<file path="src/rtl/m707_tty_tx.sv">
// Teletype transmitter: 1 start bit, 8 data bits LSB first, STOP_BITS stop bits.
// Raises a sticky done flag when the frame completes. Line idles at mark (1).
module m707_tty_tx #(
    parameter int CLKS_PER_BIT = 4,
    parameter int STOP_BITS    = 2
) (
    input  logic       clk,
    input  logic       reset,
    input  logic [7:0] data,
    input  logic       load,
    input  logic       flag_clear,
    output logic       serial_out,
    output logic       busy,
    output logic       flag
);

    localparam int TW = (CLKS_PER_BIT > 1) ? $clog2(CLKS_PER_BIT) : 1;
    localparam logic [TW-1:0] BIT_LAST  = TW'(CLKS_PER_BIT - 1);
    localparam logic          STOP_LAST = 1'(STOP_BITS - 1);

    typedef enum logic [1:0] {IDLE, START, DATA, STOP} state_t;

    state_t        state, state_n;
    logic [TW-1:0] timer, timer_n;
    logic [2:0]    idx, idx_n;
    logic          stop_cnt, stop_cnt_n;
    logic [7:0]    shift, shift_n;
    logic          serial_n, busy_n, flag_n;

    always_ff @(posedge clk) begin
        if (reset) begin
            state      <= IDLE;
            timer      <= '0;
            idx        <= '0;
            stop_cnt   <= 1'b0;
            shift      <= '0;
            serial_out <= 1'b1;
            busy       <= 1'b0;
            flag       <= 1'b0;
        end else begin
            state      <= state_n;
            timer      <= timer_n;
            idx        <= idx_n;
            stop_cnt   <= stop_cnt_n;
            shift      <= shift_n;
            serial_out <= serial_n;
            busy       <= busy_n;
            flag       <= flag_n;
        end
    end

    always_comb begin
        state_n    = state;
        timer_n    = timer;
        idx_n      = idx;
        stop_cnt_n = stop_cnt;
        shift_n    = shift;
        serial_n   = serial_out;
        busy_n     = busy;
        flag_n     = flag & ~flag_clear;

        case (state)
            IDLE: begin
                serial_n = 1'b1;
                busy_n   = 1'b0;
                if (load) begin
                    shift_n  = data;
                    flag_n   = 1'b0;
                    state_n  = START;
                    timer_n  = BIT_LAST;
                    serial_n = 1'b0;
                    busy_n   = 1'b1;
                end
            end
            START: begin
                if (timer == '0) begin
                    state_n  = DATA;
                    timer_n  = BIT_LAST;
                    idx_n    = 3'd0;
                    serial_n = shift[0];
                end else begin
                    timer_n = timer - TW'(1);
                end
            end
            DATA: begin
                if (timer == '0) begin
                    timer_n = BIT_LAST;
                    if (idx == 3'd7) begin
                        state_n    = STOP;
                        stop_cnt_n = 1'b0;
                        serial_n   = 1'b1;
                    end else begin
                        // next bit to drive is the one about to land in bit 0
                        shift_n  = shift >> 1;
                        idx_n    = idx + 3'd1;
                        serial_n = shift[1];
                    end
                end else begin
                    timer_n = timer - TW'(1);
                end
            end
            STOP: begin
                if (timer == '0) begin
                    if (stop_cnt == STOP_LAST) begin
                        state_n  = IDLE;
                        busy_n   = 1'b0;
                        flag_n   = 1'b1;
                        serial_n = 1'b1;
                    end else begin
                        stop_cnt_n = stop_cnt + 1'b1;
                        timer_n    = BIT_LAST;
                    end
                end else begin
                    timer_n = timer - TW'(1);
                end
            end
            default: begin
                state_n = IDLE;
            end
        endcase
    end

endmodule

</file>
<file path="config.mk">
export PLATFORM = sky130hd
export DESIGN_NAME = m707_tty_tx
export DESIGN_NICKNAME = d
export VERILOG_FILES = /design/src/rtl/m707_tty_tx.sv
export SDC_FILE = /design/constraint.sdc
export NUM_CORES = 1
export LEC_CHECK = 0
export BUFFER_PORTS_ARGS = -buffer_cell sky130_fd_sc_hd__buf_4
export CELL_PAD_IN_SITES_DETAIL_PLACEMENT = 0
export CELL_PAD_IN_SITES_GLOBAL_PLACEMENT = 1
export CORE_MARGIN = 8
export CORE_UTILIZATION = 35
export CTS_BUF_LIST = sky130_fd_sc_hd__clkbuf_8
export DETAILED_ROUTE_END_ITERATION = 6
export GPL_ROUTABILITY_DRIVEN = 0
export PLACE_DENSITY_LB_ADDON = 0.05
export SLEW_MARGIN = 40
export SYNTH_ARGS = -nofsm -noshare
export SYNTH_HDL_FRONTEND = slang
export SYNTH_SLANG_ARGS = --single-unit
</file>
<file path="constraint.sdc">
create_clock -name clk -period 2.2 [get_ports clk]
set_clock_uncertainty 0.1 [all_clocks]
set_input_delay 0.66 -clock clk [delete_from_list [all_inputs] [get_ports clk]]
set_output_delay 0.66 -clock clk [all_outputs]
set_load 0.02 [all_outputs]
</file>
* Yosys cells after proc, flatten, opt, wreduce, memory -nomap -nowiden
Index checks and enable logic that the tools add are counted.
Word-level totals: register bits after elaboration 19, logic and storage cells 79
Operators by class: equality and inequality tests 12, muxes and demuxes 40, $add $sub $neg 3, bitwise gates (word level) 2, reductions and logical operators 14
Operator list (count):
- $mux W8 | 3
- $mux W2 | 10
- $mux W1 | 16
- $pmux W8 S2 | 1
- $reduce_and A4 Y1 | 4
- $ne A2 B2 Y1 const B | 7
- $mux W3 | 3
- $pmux W2 S4 | 1
- $reduce_bool A2 Y1 | 4
- $pmux W1 S2 | 3
- $pmux W2 S3 | 1
- $pmux W3 S2 | 1
- $reduce_and A6 Y1 | 1
- $eq A2 B2 Y1 const B | 2
- $logic_not A2 Y1 | 2
- $pmux W1 S4 | 1
- $add A3 B1 Y3 const B | 1
- $eq A3 B3 Y1 const B | 1
- $ne A3 B3 Y1 const B | 1
- $reduce_and A3 Y1 | 1
- $eq A2 B1 Y1 const B | 1
- $reduce_and A2 Y1 | 1
- $reduce_or A2 Y1 | 1
- $sub A2 B1 Y2 const B | 1
- other kinds (3) | 3

* Longest topological paths before layout
depth in word-level cells 5, depth in mapped cells 8

* Worst setup path after synthesis
Ideal clock, no wire load.
path kind register to register, start point reg idx[0], end point reg shift[5], cell stages (with the launch flop) 8, clock period less this slack 1.765 ns, arrival 1.586 ns, buffers on the path 1, slack 0.435 ns, setup time 0.079 ns, cells stage by stage dfxtp_1 -> ha_1 -> ha_1 -> nand2b_1 -> a211oi_4 -> buf_6 -> nor2_1 -> a211oi_2
Between the ends: longest elaborated chain between the ends 3
RTL lines:
- start, declared | RTL line 25 | logic [2:0] idx, idx_n;
- start signal, assigned | RTL line 43 | idx <= idx_n;
- $eq A3 B3 Y1 | RTL line 88 | if (idx == 3'd7) begin
- $ne A2 B2 Y1 (no source line)
- $reduce_and A4 Y1 (no source line)
- end signal, assigned | RTL line 45 | shift <= shift_n;
- end, declared | RTL line 27 | logic [7:0] shift, shift_n;
No other way between the ends. A chain may end at the register's enable or synchronous reset.

* Final worst setup path
start point reg state[0], end point reg idx[0]
Between the ends: longest elaborated chain between the ends 3, elaborated cells between the ends (all ways) 8, those cells by class 5 x eq/ne; 1 x mux; 2 x reduce/logical
RTL lines:
- start, declared | RTL line 23 | state_t state, state_n;
- start signal, assigned | RTL line 41 | state <= state_n;
- $eq A2 B2 Y1 or $eq A2 B1 Y1 (tied branches) | RTL line 62 | case (state)
- $ne A2 B2 Y1 (no source line) or $reduce_bool A2 Y1 (tied branches)
- $reduce_and A4 Y1 (no source line)
Several ways; a longest one is shown, not always the timed one.

==> impl_metrics.tcl <==
set metrics [dict create \
    status "complete, no violations" \
    ios 15 \
    synth.avg_cell_area_sq_um 9.27 \
    clock_latency_ns 0.26 \
    vdd_drop_max_uv 860 \
    cts_tree "yes" \
    p_per_area_mw_per_mm2 1170 \
    ys_seq_area_share_pct 37.3 \
    met2WireLength_microns 888 \
    clockBufferDepth 2 \
    drive_gt1_share_pct 21.3 \
    cts_sinks 19 \
    coreArea_sq_mm 0.00276 \
    fmax_mhz 499 \
    required_ns 2.24 \
    power_switching_mw 0.529 \
    syn_nets 129 \
    finalSetupViolations 0 \
    synth_seq_cells 19 \
    path_max_fanout 11 \
    synth_cell_types 30 \
    fin_hold_ws_ns 0.361 \
    fp.dieW_microns 70.0 \
    highest_layer "met4" \
    grt_max_degree 20 \
    layout_commonest_cell "dfxtp_1" \
    min_path_type "flop to flop" \
    portBuffers 14 \
    ys_warn_count 0 \
    routed_wl_microns 2170 \
    relSlewSlack_pct 67.2 \
    fin_tns_setup_ns 0 \
    synth_cells 110 \
    diodes 0 \
    drt-met1-wl_microns 1170 \
    sw_frac_of_total_pct 37.2 \
    cts_max_level 1 \
    internal_power_mw 0.895 \
    drtIter0Drc 27 \
    clockRootBuffer "clkbuf_8" \
    path_clk_slew_ns 0.07 \
    fin_nets 147 \
    fin_crit_sh_pct 91.0 \
    power_frac_seq_pct 35.0 \
    max_cap_violations 0 \
    slew_violations 0 \
    synth_area_sq_mm 0.00102 \
    combPwrFrac_pct 48.3 \
    start_util_pct 37.0 \
    p_leak_nw 0.509 \
    grt_pass1_vias 791 \
    critPathArrivalTime_ns 2.04 \
    area_delta_synth_final_pct 19.6 \
    tightest_slew_ns 0.491 \
    end_kind "flop" \
    hold_viol 0 \
    antenna_found_initial 0 \
    cts_inserted_buffers 3 \
    wl_per_cell_microns 13.7 \
    final_antenna_net_count 0 \
    clkPwrFrac_pct 16.7 \
    vias 787 \
    grt_pass1_wl_microns 3890 \
    drtPass1Iterations 4 \
    chipHeight_microns 70.0 \
    dieArea_sq_mm 0.00490 \
    crit_type "flop to flop" \
    groute.usage.overall_pct 9.47 \
    met3_length_microns 92 \
    start_kind "flop" \
    drc 0 \
    rsz0062_at_grt "no" \
    place_hpwl_microns 1610 \
    rows 19 \
    layout_common_cells "19 x dfxtp_1, 18 x buf_4, 14 x nor2_1, 9 x inv_1" \
    gr-total-overflow 0 \
    vias_per_cell 4.98 \
    period_needed_ns 2.00 \
]
==> Yosys cell counts (all sizes together) <==
cell type | n | area share [%]
dfxtp | 19 | 37
nor2 | 14 | 5.2
a211oi | 11 | 10
a21oi | 8 | 3.9
inv | 8 | 2.9
mux2i | 8 | 7.9
ha | 7 | 8.6
buf | 4 | 3.1
nor2b | 4 | 3.2
nand2 | 3 | 1.1
nor3 | 3 | 1.5
o21ai | 3 | 1.5
clkbuf | 2 | 0.74
nand2b | 2 | 1.2
nand3 | 2 | 0.98
nand3b | 2 | 1.5
nand4 | 2 | 1.2
a21boi | 1 | 0.74
a22o | 1 | 0.86
a311oi | 1 | 0.86
nand4b | 1 | 0.86
nor4 | 1 | 2.1
o211ai | 1 | 0.74
o21ba | 1 | 0.98
o311ai | 1 | 0.86
==> cell type report <==
class	count	area [sq um]
Clock buffer	3	41.3
Clock inverter	1	3.75
Fill cell	287	1540
Inverter	8	30.0
Multi-Input combinational cell	77	571
Sequential cell	19	380
Tap cell	31	38.8
Timing Repair Buffer	19	155
==> flip-flops by register name, summed over array words and instances, names as in the netlist <==
register    cells
busy            1
flag            1
idx             3
serial_out      1
shift           8
state           2
stop_cnt        1
timer           2
==> logic make-up after synthesis <==
group	Yosys count	synth area share, %
compound gates	28	20.7
simple gates	34	18.8
fa+ha+maj	7	8.59
mux	8	7.85
flops	19	37.3
buf+inv	14	6.75
==> power by group through the flow <==
stage / combinational [mW] / sequential [mW] / clock, mW
after global placement: 0.634 / 0.504 / 0
after global routing: 0.778 / 0.511 / 0.265
final: 0.688 / 0.498 / 0.238
after floorplan: 0.489 / 0.508 / 0
after CTS: 0.647 / 0.500 / 0.254
after detailed placement: 0.645 / 0.508 / 0
==> worst max-delay path, stage by stage (launching register included) <==
cell and delay (ns):
dfxtp_1 0.34, inv_1 0.10, ha_1 0.41, nor2b_1 0.48, o21ai_0 0.27, nand2_1 0.12, a21oi_1 0.06
==> stage by stage <==
| stage | total power, mW | area [sq um] | worst slack, ns | std cells | utilization (%) |
|---|---|---|---|---|---|
| after floorplan | 0.997 | 1020 | 0.435 | 110 | - |
| after global placement | 1.14 | 1150 | 0.179 | 153 | 41.9 |
| after detailed placement | 1.15 | 1150 | 0.125 | 153 | 41.9 |
| after CTS | 1.40 | 1200 | 0.0985 | 157 | 43.5 |
| after global routing | 1.55 | 1220 | 0.00393 | 158 | 44.2 |
| final | 1.42 | 1220 | 0.197 | 158 | 44.2 |
==> repair_timing <==
| item | in CTS | in global routing |
|---|---|---|
| setup buffers | 0 | 1 |
| gates resized for setup | 0 | 0 |
| hold buffers | 0 | 0 |
| setup endpoints to repair | 0 | 8 |
==> routing by layer <==
layer	track usage [%]	vias up
li1	-	425
met1	12.9	346
met2	13.4	12
met3	3.95	4
met4	2.01	0
met5	0	-
==> final timing paths <==
path	from	end	slack (ns)	cells after the start
min reg2reg	idx[1]	idx[1]	0.36	2
max reg2reg	state[0]	idx[0]	0.20	6
max	state[0]	idx[0]	0.20	6
min	idx[1]	idx[1]	0.36	2
Note: power is estimated with default switching activity, not from simulation.
